===== config.mk =====
export PLATFORM = sky130hd
export DESIGN_NAME = imul_share_arbiter
export DESIGN_NICKNAME = d
export VERILOG_FILES = /design/src/rtl/imul_share_arbiter_pkg.sv /design/src/rtl/imul_rr_arb.sv /design/src/rtl/imul_share_arbiter.sv
export SDC_FILE = /design/constraint.sdc
export NUM_CORES = 1
export LEC_CHECK = 0
export CORE_AREA = 8 8 98 100
export DETAILED_ROUTE_END_ITERATION = 6
export DIE_AREA = 0 0 106 108
export PLACE_DENSITY = 0.74
export REMOVE_ABC_BUFFERS = 1
export SLEW_MARGIN = 20
export SYNTH_ARGS = -nofsm -noshare
export SYNTH_HDL_FRONTEND = slang
export SYNTH_SLANG_ARGS = --single-unit
export TNS_END_PERCENT = 1

===== constraint.sdc =====
create_clock -name clk -period 4.1 [get_ports clk]
set_clock_uncertainty 0.15 [all_clocks]
set_input_delay 0.615 -clock clk [delete_from_list [all_inputs] [get_ports clk]]
set_output_delay 0.615 -clock clk [all_outputs]
set_load 0.03 [all_outputs]

===== src/rtl/imul_share_arbiter_pkg.sv =====
// Shared types and constants for the shared-multiplier arbiter.
// Feature macro used by the top: IMUL_SHARE_ARBITER_STATS_EN (per-requester grant counters).
package imul_share_arbiter_pkg;

  typedef enum logic {
    IDLE = 1'b0,
    WAIT = 1'b1
  } state_e;

  localparam int REQ_MSG_NBITS  = 64;
  localparam int RESP_MSG_NBITS = 32;
  localparam int STAT_NBITS     = 16;

  // Index width that stays at least one bit wide, so a single requester still gets a legal vector.
  function automatic int ptr_width(input int n);
    return (n > 1) ? $clog2(n) : 1;
  endfunction

endpackage


===== src/rtl/imul_rr_arb.sv =====
// Combinational round-robin priority encoder: scans i_val starting at i_prio_ptr,
// wrapping modulo NREQ, and returns the first valid index.
module imul_rr_arb
  import imul_share_arbiter_pkg::*;
#(
  parameter int NREQ  = 2,
  parameter int PTR_W = ptr_width(NREQ)
) (
  input  logic [NREQ-1:0]  i_val,
  input  logic [PTR_W-1:0] i_prio_ptr,
  output logic [PTR_W-1:0] o_grant,
  output logic             o_any_val
);

  logic [PTR_W-1:0] w_idx [NREQ];

  // w_idx[k] is the requester examined k-th, i.e. (prio_ptr + k) mod NREQ.
  for (genvar k = 0; k < NREQ; k++) begin : g_idx
    logic [PTR_W:0] w_sum;
    assign w_sum    = {1'b0, i_prio_ptr} + (PTR_W + 1)'(k);
    assign w_idx[k] = (w_sum >= (PTR_W + 1)'(NREQ)) ? PTR_W'(w_sum - (PTR_W + 1)'(NREQ))
                                                    : PTR_W'(w_sum);
  end

  always_comb begin
    // NOTE: every output gets a default before any branch so no latch is inferred.
    o_grant   = '0;
    o_any_val = 1'b0;
    // Walk from the lowest priority upward; the last hit is the highest-priority requester.
    for (int k = NREQ - 1; k >= 0; k--) begin
      if (i_val[w_idx[k]]) begin
        o_grant   = w_idx[k];
        o_any_val = 1'b1;
      end
    end
  end

endmodule


===== src/rtl/imul_share_arbiter.sv =====
// Shares one iterative multiplier among NREQ val/rdy requesters, one transaction in flight.
// Define IMUL_SHARE_ARBITER_STATS_EN to add per-requester saturating grant counters (grant_count).
module imul_share_arbiter
  import imul_share_arbiter_pkg::*;
#(
  parameter  int NREQ  = 2,
  localparam int PTR_W = ptr_width(NREQ)
) (
  input  logic                            clk,
  input  logic                            reset,
  input  logic [NREQ-1:0]                 in_req_val,
  output logic [NREQ-1:0]                 in_req_rdy,
  input  logic [NREQ*REQ_MSG_NBITS-1:0]   in_req_msg,
  output logic [NREQ-1:0]                 out_resp_val,
  input  logic [NREQ-1:0]                 out_resp_rdy,
  output logic [RESP_MSG_NBITS-1:0]       out_resp_msg,
  output logic                            mul_req_val,
  input  logic                            mul_req_rdy,
  output logic [REQ_MSG_NBITS-1:0]        mul_req_msg,
  input  logic                            mul_resp_val,
  output logic                            mul_resp_rdy,
  input  logic [RESP_MSG_NBITS-1:0]       mul_resp_msg,
`ifdef IMUL_SHARE_ARBITER_STATS_EN
  output logic [NREQ*STAT_NBITS-1:0]      grant_count,
`endif
  output logic                            busy
);

  state_e           r_state;
  logic [PTR_W-1:0] r_prio_ptr;
  logic [PTR_W-1:0] r_owner;
  logic [PTR_W-1:0] w_grant;
  logic [PTR_W-1:0] w_next_ptr;
  logic             w_any_val;
  logic             w_req_go;
  logic             w_resp_go;

  imul_rr_arb #(
    .NREQ  (NREQ),
    .PTR_W (PTR_W)
  ) u_arb (
    .i_val      (in_req_val),
    .i_prio_ptr (r_prio_ptr),
    .o_grant    (w_grant),
    .o_any_val  (w_any_val)
  );

  assign w_req_go   = mul_req_val && mul_req_rdy;
  assign w_resp_go  = mul_resp_val && mul_resp_rdy;
  assign w_next_ptr = (r_owner == PTR_W'(NREQ - 1)) ? '0 : r_owner + PTR_W'(1);

  // Request and response paths are pure forwarding; only the handshakes depend on state.
  assign mul_req_msg  = in_req_msg[int'(w_grant)*REQ_MSG_NBITS +: REQ_MSG_NBITS];
  assign out_resp_msg = mul_resp_msg;
  assign busy         = (r_state == WAIT);

  always_comb begin
    in_req_rdy   = '0;
    out_resp_val = '0;
    mul_req_val  = 1'b0;
    mul_resp_rdy = 1'b0;
    case (r_state)
      IDLE: begin
        mul_req_val         = w_any_val;
        in_req_rdy[w_grant] = mul_req_rdy && w_any_val;
      end
      WAIT: begin
        out_resp_val[r_owner] = mul_resp_val;
        mul_resp_rdy          = out_resp_rdy[r_owner];
      end
      default: ;
    endcase
  end

  always_ff @(posedge clk) begin
    // NOTE: sequential state uses non-blocking <= so every register samples pre-edge values.
    if (reset) begin
      r_state    <= IDLE;
      r_prio_ptr <= '0;
      r_owner    <= '0;
    end else begin
      case (r_state)
        IDLE: if (w_req_go) begin
          r_owner <= w_grant;
          r_state <= WAIT;
        end
        WAIT: if (w_resp_go) begin
          r_prio_ptr <= w_next_ptr;
          r_state    <= IDLE;
        end
        default: r_state <= IDLE;
      endcase
    end
  end

`ifdef IMUL_SHARE_ARBITER_STATS_EN
  logic [STAT_NBITS-1:0] r_grant_cnt [NREQ];

  always_ff @(posedge clk) begin
    // NOTE: this is a small flop array, not a RAM, so each entry is cleared on reset.
    if (reset) begin
      for (int i = 0; i < NREQ; i++) r_grant_cnt[i] <= '0;
    end else if (w_req_go && (r_grant_cnt[w_grant] != '1)) begin
      r_grant_cnt[w_grant] <= r_grant_cnt[w_grant] + STAT_NBITS'(1);
    end
  end

  for (genvar i = 0; i < NREQ; i++) begin : g_stat
    assign grant_count[i*STAT_NBITS +: STAT_NBITS] = r_grant_cnt[i];
  end
`endif

  // A response while no transaction is outstanding is a multiplier protocol error.
  a_no_resp_in_idle: assert property (@(posedge clk) disable iff (reset)
    !((r_state == IDLE) && mul_resp_val));

endmodule


==> run_results.csv, run 1 <==
group,metric,value,unit
outcome,status,"finished clean",
layout,areaGrowthSynthToFinish,137,%
floorplanning,initial_core_util,0.179,
placement,hpwl,7.79,mm
min_path,hp-class,"flip-flop to flip-flop",
floorplanning,io_pins,271,
layout,fin_cells,405,
placement,dp_cells,401,
critical_path,end_kind,"primary output",
placement,numPortBuffers,206,
power,clkPwrFrac,0.138,
routing,wl_per_cell,21.1,um
grt,grt_antenna_before_repair,0,
routing,drtIter0Drc,45,
floorplanning,dieArea,11400,sq um
layout,drive_gt1_frac,0.240,
floorplanning,coreArea,8050,sq um
critical_path,slowest_stage,"clkdlybuf4s50_1",
grt,grt_start_max_net_pins,33,
critical_path,r2r_slack,2810,ps
clocking,htree_levels,1,
critical_path,cp_max_fo,32,
power,irDropWorstVdd,0.0000888,V
yosys,yosysSeqAreaShare,0.0417,
floorplanning,die_width,106,um
yosys,synth.avg_cell_area,11.4,sq um
power,internal-power,386,uW
power,netSwitchingFraction,0.367,
yosys,ys_warn_count,0,
critical_path,crit_arrival,2590,ps
layout,layout_commonest_cell,"clkdlybuf4s50_1",
yosys,synth_seq_cells,3,
routing,first_pass_iters,4,
routing,viasPerCell,4.09,
yosys,synth.cell_area,1440,sq um
clocking,cts_hold_buf,0,
clocking,clock-sinks,3,
timing,fin_tns_setup,0,ps
routing,drt-total-wl,8.56,mm
timing,fmax,0.298,GHz
critical_path,endpoint,"mul_req_msg[36]",
clocking,cts_made_buffers,3,
power,combPwrFrac,0.806,
critical_path,worst-r2r-cell-count,3,
timing,rsz0062_at_grt,"no",
power,p_seq_frac,0.056,
yosys,yosysUniqueCellTypes,17,
timing,fin_crit,3360,ps
critical_path,cp-start-kind,"input pin",
grt,grt-ovfl-total,0,
grt,grt_pass1_vias,1776,
routing,detail-route-antenna-nets,0,
layout,fin_util,0.423,
yosys,synth_cells,126,
critical_path,criticalPathCategory,"input pin to primary output",
critical_path,cp_common_cell,"clkdlybuf4s50_1",
run,drv_cap,0,
timing,drv_slew,0,
power,p_leak,0.00147,uW
floorplanning,die_y,108,um
timing,worstMarginPinSlew,370,ps
layout,num_antenna_cells,0,
critical_path,worst_r2r_endpoint,"r_prio_ptr$_SDFFE_PP0P_",
clocking,ctsResizeCount,0,
critical_path,cp.required,3340,ps
placement,routabilityCongestion,0.780,
clocking,cts_root_buffer,"clkbuf_8",
layout,seq_area,60.1,sq um
routing,drc,0,
grt,grt_pass1_wl,11.6,mm
timing,hold_viol_final,0,
critical_path,critPathMaxStageDelay,600,ps
clocking,cts_tree,"built",
grt,grt_usage,0.133,
routing,vias,1655,
layout,nets,469,
power,power.density,179,nW/um^2
critical_path,critPathLaunch,"in_req_val[0]",
timing,relSlewSlack,0.753,
critical_path,rr_startpoint,"busy$_SDFF_PP0_",
clocking,cts_buffer_depth,2,
critical_path,crit_chain,"clkdlybuf4s50_1 > nand2b_2 > nand2_4 > buf_12 > mux2_2 > clkdlybuf4s50_1",
timing,setup-violations-final,0,
layout,final_cell_mix,"clkdlybuf4s50_1 (205), mux2_4 (60), nor2_1 (4), mux2_2 (4)",
layout,multiInputGateArea,1070,sq um
clocking,clk_pin_slew_worst_paths,30,ps
timing,period_share,0.818,
power,p_switching,223,uW
clocking,post-cts-setup-buffers,0,
layout,fill_cells,802,
clocking,clkLatencyLatePin,210,ps
floorplanning,rows,33,
==> worst max-delay path, delay by kind of cell <==
kind                   cells  cell delay (ps)
buffers and inverters      3             1380
AND/OR/NAND/NOR            2              220
multiplexers               1              360
==> per-stage QoR <==
stage | power, uW | hold WS [ps] | setup slack (ps) | cell area [sq um]
CTS | 618 | 361 | 717 | 3410
global route | 635 | 380 | 681 | 3410
global placement | 526 | 333 | 752 | 3360
detailed placement | 529 | 356 | 726 | 3360
finish | 609 | 353 | 744 | 3410
floorplan | 273 | 306 | 1440 | 1130
==> logic make-up (layout without fill, tap and decap cells) <==
logic type             Yosys count  in the layout  share of synthesized area
AO/OA/AOI/OAI                    7              7                     0.0269
buffers and inverters           38            212                      0.214
flip-flops                       3              3                     0.0417
multiplexers                    65             65                      0.664
AND/OR/NAND/NOR                 13             13                     0.0539
==> registers in the layout, summed over array words and instances (netlist names) <==
register	flops
busy	1
r_prio_ptr	1
r_owner	1
==> cells in the mapped netlist <==
cell type  count  area [sq um]
mux2_4        60           901
buf_4         32           240
buf_6          6          67.6
mux2_2         4          45.0
nor2_1         4          15.0
a21oi_1        3          15.0
dfxtp_1        3          60.1
o21ai_0        3          15.0
and3_1         2          12.5
nor2b_1        2          12.5
a32oi_1        1          8.76
mux2i_1        1          10.0
nand2_1        1          3.75
nand2_4        1          11.3
nand2b_2       1          8.76
nand3b_1       1          7.51
or3_1          1          6.26
==> worst min-delay path by stage <==
stage,start,end,slack [ps],cells after the start
after floorplan,r_prio_ptr$_SDFFE_PP0P_,r_prio_ptr$_SDFFE_PP0P_,310,2
after global placement,r_prio_ptr$_SDFFE_PP0P_,r_prio_ptr$_SDFFE_PP0P_,330,2
after detailed placement,r_prio_ptr$_SDFFE_PP0P_,r_prio_ptr$_SDFFE_PP0P_,360,2
after CTS,r_prio_ptr$_SDFFE_PP0P_,r_prio_ptr$_SDFFE_PP0P_,360,2
after global routing,r_prio_ptr$_SDFFE_PP0P_,r_prio_ptr$_SDFFE_PP0P_,380,2
final,r_prio_ptr$_SDFFE_PP0P_,r_prio_ptr$_SDFFE_PP0P_,350,2
==> power groups by stage <==
stage | registers (uW) | logic, uW | clock network [uW]
6_report | 33.9 | 491 | 84.2
5_1_grt | 34.2 | 513 | 88.4
4_1_cts | 33.9 | 497 | 87.0
3_5_place_dp | 34.2 | 495 | 0
3_3_place_gp | 34.1 | 492 | 0
2_1_floorplan | 35.1 | 238 | 0
==> cell type report <==
class                      count  area share
sequential                     3      0.0176
tap                          105      0.0385
multi-input combinational     85       0.315
clock buffer                   4      0.0132
timing repair buffer         208       0.616
==> metal layers <==
metal,GRT usage,vias to the layer above,part of all wire
li1,-,766,-
met1,0.146,720,0.39
met2,0.210,157,0.46
met3,0.0910,10,0.14
met4,0.0181,2,0.0089
met5,0.0420,-,0.0056
No activity file was read; power rests on OpenSTA's default activity.
==> inputs of run 2 (changes only) <==
CORE_AREA = 8 8 100 102   (was 8 8 98 100)
DIE_AREA = 0 0 108 110   (was 0 0 106 108)
PLACE_DENSITY = 0.71   (was 0.74)
clock period = 3.35 ns   (was 4.1 ns; I/O delays follow)
==> run 2 against run 1 <==
Effect of this change: sequential power up 22%; largest cell class unchanged; sequential cell count is the same; via count increased by 0.30%; routed wire length down 1.5%; hold slack improved by 14 ps; global-route usage fell by 0.81 points; design area up 0.62%; setup slack worse by 350 ps; sequential share of layout area about the same; utilization is 1.8 points lower; power rose by 25%.
==> run_results.csv, run 2 (synthesis results as in run 1) <==
group,metric,value,unit
timing,fin_tns_setup,0,ps
routing,drtIter0Drc,33,
timing,setup-violations-final,0,
critical_path,crit_arrival,2300,ps
critical_path,critPathLaunch,"in_req_val[0]",
clocking,cts_tree,"built",
outcome,status,"finished clean",
critical_path,cp_common_cell,"buf_4",
critical_path,end_kind,"primary output",
placement,numPortBuffers,206,
routing,wl_per_cell,20.6,um
clocking,post-cts-setup-buffers,0,
power,irDropWorstVdd,0.0000765,V
timing,fmax,0.338,GHz
clocking,htree_levels,1,
critical_path,cp_num_cells,6,
grt,grt_usage,0.125,
floorplanning,io_pins,271,
grt,grt_antenna_before_repair,0,
clocking,cts_buffer_depth,2,
layout,nets,471,
critical_path,slowest_stage,"clkdlybuf4s50_1",
layout,fill_cells,834,
routing,drt-total-wl,8.43,mm
clocking,clk_pin_slew_worst_paths,30,ps
clocking,cts_made_buffers,3,
timing,rsz0062_at_grt,"no",
critical_path,path_delay_family,"buffers and inverters",
grt,grt_pass1_vias,1858,
power,power.density,222,nW/um^2
power,power.total,763,uW
routing,viasPerCell,4.05,
clocking,cts_hold_buf,0,
floorplanning,rows,34,
critical_path,rr_startpoint,"busy$_SDFF_PP0_",
clocking,cts_root_buffer,"clkbuf_8",
timing,fin_crit,2950,ps
timing,hold_viol_final,0,
placement,dp_cells,406,
critical_path,cp_max_fo,27,
placement,routabilityCongestion,0.804,
floorplanning,die_width,108,um
floorplanning,die_y,110,um
power,p_leak,0.00159,uW
grt,grt_pass1_wl,11.3,mm
critical_path,crit_chain,"clkdlybuf4s50_1 > nand2b_2 > nand2_4 > buf_4 > mux2_4 > buf_4",
layout,multiInputGateArea,1070,sq um
floorplanning,dieArea,11900,sq um
timing,worstMarginPinSlew,483,ps
clocking,ctsResizeCount,0,
min_path,hp-start,"r_prio_ptr$_SDFFE_PP0P_",
layout,areaGrowthSynthToFinish,138,%
grt,grt-ovfl-total,0,
timing,period_share,0.882,
clocking,clkLatencyLatePin,210,ps
routing,first_pass_iters,4,
critical_path,crit_buf_inv,3,
critical_path,critPathMaxStageDelay,540,ps
clocking,clock-sinks,3,
run,drv_cap,0,
timing,drv_slew,0,
critical_path,worst-r2r-cell-count,3,
layout,drive_gt1_frac,0.440,
layout,fin_cells,410,
layout,num_antenna_cells,0,
min_path,hold_depth,2,
critical_path,cp.required,2700,ps
critical_path,criticalPathCategory,"input pin to primary output",
layout,fin_util,0.405,
layout,seq_area,60.1,sq um
floorplanning,coreArea,8470,sq um
layout,final_cell_mix,"clkdlybuf4s50_1 (146), mux2_4 (60), buf_4 (50), buf_12 (14)",
routing,detail-route-antenna-nets,0,
grt,grt_start_max_net_pins,28,
timing,relSlewSlack,0.678,
layout,layout_commonest_cell,"clkdlybuf4s50_1",
routing,vias,1660,
routing,drc,0,
placement,hpwl,7.67,mm
floorplanning,initial_core_util,0.170,
critical_path,cp-start-kind,"input pin",
min_path,hp-class,"flip-flop to flip-flop",
[run 2: cell types whose count changed in the layout (fill, tap and decap cells not counted), sizes merged]
cell / before / now
clkdlybuf4s50: 205 / 146
buf: 3 / 64
[run 2: area by class of cell]
type / count / share of cell area
multi-input combinational: 85 / 0.313
tap: 108 / 0.0394
timing repair buffer: 210 / 0.617
clock buffer: 4 / 0.0131
sequential: 3 / 0.0175
[run 2: layer usage]
layer	wire length, um	vias up	share of wire	global-route usage
met1	2960	735	0.35	0.129
met4	2	2	0.00024	0.0149
li1	-	771	-	-
met2	4030	150	0.48	0.203
met5	55	-	0.0065	0.0504
met3	1380	2	0.16	0.0913
[run 2: path summary, 6_finish.rpt]
check / end / slack (ps)
max: mul_req_msg[25] / 400
min: r_prio_ptr$_SDFFE_PP0P_ / 370
max reg2reg: r_prio_ptr$_SDFFE_PP0P_ / 2070
min reg2reg: r_prio_ptr$_SDFFE_PP0P_ / 370
[run 2: worst reg2reg max path, delay by kind of cell, from the launching register on]
family | cells | cell delay (ps)
DFF | 1 | 430
AOI/OAI and AO/OA | 1 | 140
and+or+nand+nor | 2 | 490
[run 2: through the flow]
step / setup slack (ps) / hold slack, ps / area, sq um
2_1_floorplan: 920 / 306 / 1130
3_3_place_gp: 407 / 331 / 3380
3_5_place_dp: 374 / 362 / 3380
4_1_cts: 374 / 366 / 3430
5_1_grt: 298 / 411 / 3430
6_report: 395 / 367 / 3430
[run 2: power breakdown]
| group | total, uW | internal, uW | switching, uW |
|---|---|---|---|
| sequential | 41.3 | 38.2 | 3.04 |
| combinational | 617 | 362 | 255 |
| clock | 105 | 81.1 | 23.4 |
==> inputs of run 3 (changes only) <==
GPL_TIMING_DRIVEN = 0   (was unset)
==> run 3 against run 2 <==
Effect of this change: power shrank 5.0%; critical path depth shrank 1; register-to-register slack worse by 20 ps; sequential share of layout area about the same; critical endpoint is now mul_req_msg[57].
==> run_results.csv, run 3 (synthesis results as in run 1) <==
group,metric,value,unit
power,power.density,208,nW/um^2
timing,setup-violations-final,0,
critical_path,r2r_slack,2050,ps
clocking,post-cts-setup-buffers,0,
layout,drive_gt1_frac,0.232,
routing,drt-total-wl,8.49,mm
clocking,cts_root_buffer,"clkbuf_8",
layout,layout_commonest_cell,"clkdlybuf4s50_1",
power,p_leak,0.00190,uW
clocking,clkLatencyLatePin,220,ps
clocking,cts_buffer_depth,2,
power,combPwrFrac,0.795,
layout,seq_area,60.1,sq um
power,internal-power,450,uW
critical_path,critPathLaunch,"in_req_val[0]",
critical_path,cp-start-kind,"input pin",
timing,relSlewSlack,0.537,
layout,fill_cells,809,
floorplanning,die_y,110,um
timing,drv_slew,0,
floorplanning,dieArea,11900,sq um
layout,areaGrowthSynthToFinish,142,%
layout,nets,467,
routing,viasPerCell,4.14,
layout,fin_cells,406,
timing,rsz0062_at_grt,"no",
layout,final_cell_mix,"clkdlybuf4s50_1 (141), mux2_4 (60), dlymetal6s2s_1 (47), dlygate4sd2_1 (18)",
layout,fin_area,3480,sq um
routing,drc,0,
routing,wl_per_cell,20.9,um
critical_path,crit_arrival,2500,ps
run,drv_cap,0,
power,p_seq_frac,0.057,
grt,grt_antenna_before_repair,0,
min_path,hp-start,"r_prio_ptr$_SDFFE_PP0P_",
routing,detail-route-antenna-nets,0,
timing,fmax,0.317,GHz
clocking,htree_levels,1,
clocking,clock-sinks,3,
timing,period_share,0.941,
placement,routabilityCongestion,0.747,
floorplanning,initial_core_util,0.170,
placement,dp_cells,402,
critical_path,cp_max_fo,64,
critical_path,rr_startpoint,"busy$_SDFF_PP0_",
min_path,hp-class,"flip-flop to flip-flop",
routing,first_pass_iters,4,
power,clkPwrFrac,0.148,
critical_path,cp.required,2700,ps
critical_path,path_delay_family,"buffers and inverters",
floorplanning,die_width,108,um
timing,worstMarginPinSlew,695,ps
placement,numPortBuffers,206,
clocking,clk_pin_slew_worst_paths,30,ps
grt,grt-ovfl-total,0,
grt,grt_start_max_net_pins,65,
outcome,status,"finished clean",
layout,num_antenna_cells,0,
grt,grt_usage,0.123,
grt,grt_pass1_vias,1808,
power,netSwitchingFraction,0.379,
power,power.total,725,uW
critical_path,criticalPathCategory,"input pin to primary output",
critical_path,critPathMaxStageDelay,540,ps
layout,multiInputGateArea,1080,sq um
critical_path,end_kind,"primary output",
placement,hpwl,7.30,mm
floorplanning,io_pins,271,
floorplanning,rows,34,
timing,hold_viol_final,0,
routing,drtIter0Drc,38,
clocking,cts_tree,"built",
timing,fin_tns_setup,0,ps
power,p_switching,275,uW
critical_path,slowest_stage,"clkdlybuf4s50_1",
clocking,cts_made_buffers,3,
power,irDropWorstVdd,0.0000750,V
critical_path,crit_chain,"clkdlybuf4s50_1 > nand2b_2 > nand2_8 > mux2_2 > dlygate4sd2_1",
grt,grt_pass1_wl,11.2,mm
routing,vias,1681,
placement,place_area,3330,sq um
critical_path,crit_buf_inv,2,
floorplanning,coreArea,8470,sq um
timing,fin_crit,3150,ps
run 3: layout make-up:
class,count,share of cell area
Tap cell,108,0.0388
Timing Repair Buffer,206,0.620
Sequential cell,3,0.0173
Multi-Input combinational cell,85,0.311
Clock buffer,4,0.0129
run 3: per-stage QoR:
step	hold WS (ps)	utilization	worst slack [ps]
global route	359	0.411	85.7
detailed placement	335	0.393	-402
finish	344	0.411	197
CTS	340	0.397	1.79
global placement	336	0.393	-391
floorplan	306	-	920
run 3: layer usage:
metal,global-route usage,routed length [um],up-vias
met5,0.0504,55,-
met4,0.0178,30,2
li1,-,-,762
met1,0.130,3060,757
met3,0.0924,1390,6
met2,0.192,3960,154
run 3: worst min-delay path, stage by stage (launching register included):
cell and delay [ps]:
dfxtp_1 300, o21ai_0 70, a21oi_1 60
run 3: timing repair:
item / CTS / global route
gates cloned: 0 / 0
endpoints found under the setup margin: 64 / 47
hold buffers: 0 / 0
pin swaps: 1 / 0
resized for setup: 19 / 47
run 3: worst paths after layout:
kind                             endpoint  cells after the start
setup reg to reg  r_prio_ptr$_SDFFE_PP0P_                      3
hold / removal    r_prio_ptr$_SDFFE_PP0P_                      2
hold reg to reg   r_prio_ptr$_SDFFE_PP0P_                      2
setup / recovery          mul_req_msg[57]                      5
run 3: power by group through the flow:
stage	sequential (uW)	combinational, uW	clock (uW)
6_report	41.4	576	107
4_1_cts	41.3	592	108
3_5_place_dp	41.8	604	0
3_3_place_gp	41.6	599	0
5_1_grt	41.9	605	113
2_1_floorplan	43.0	291	0
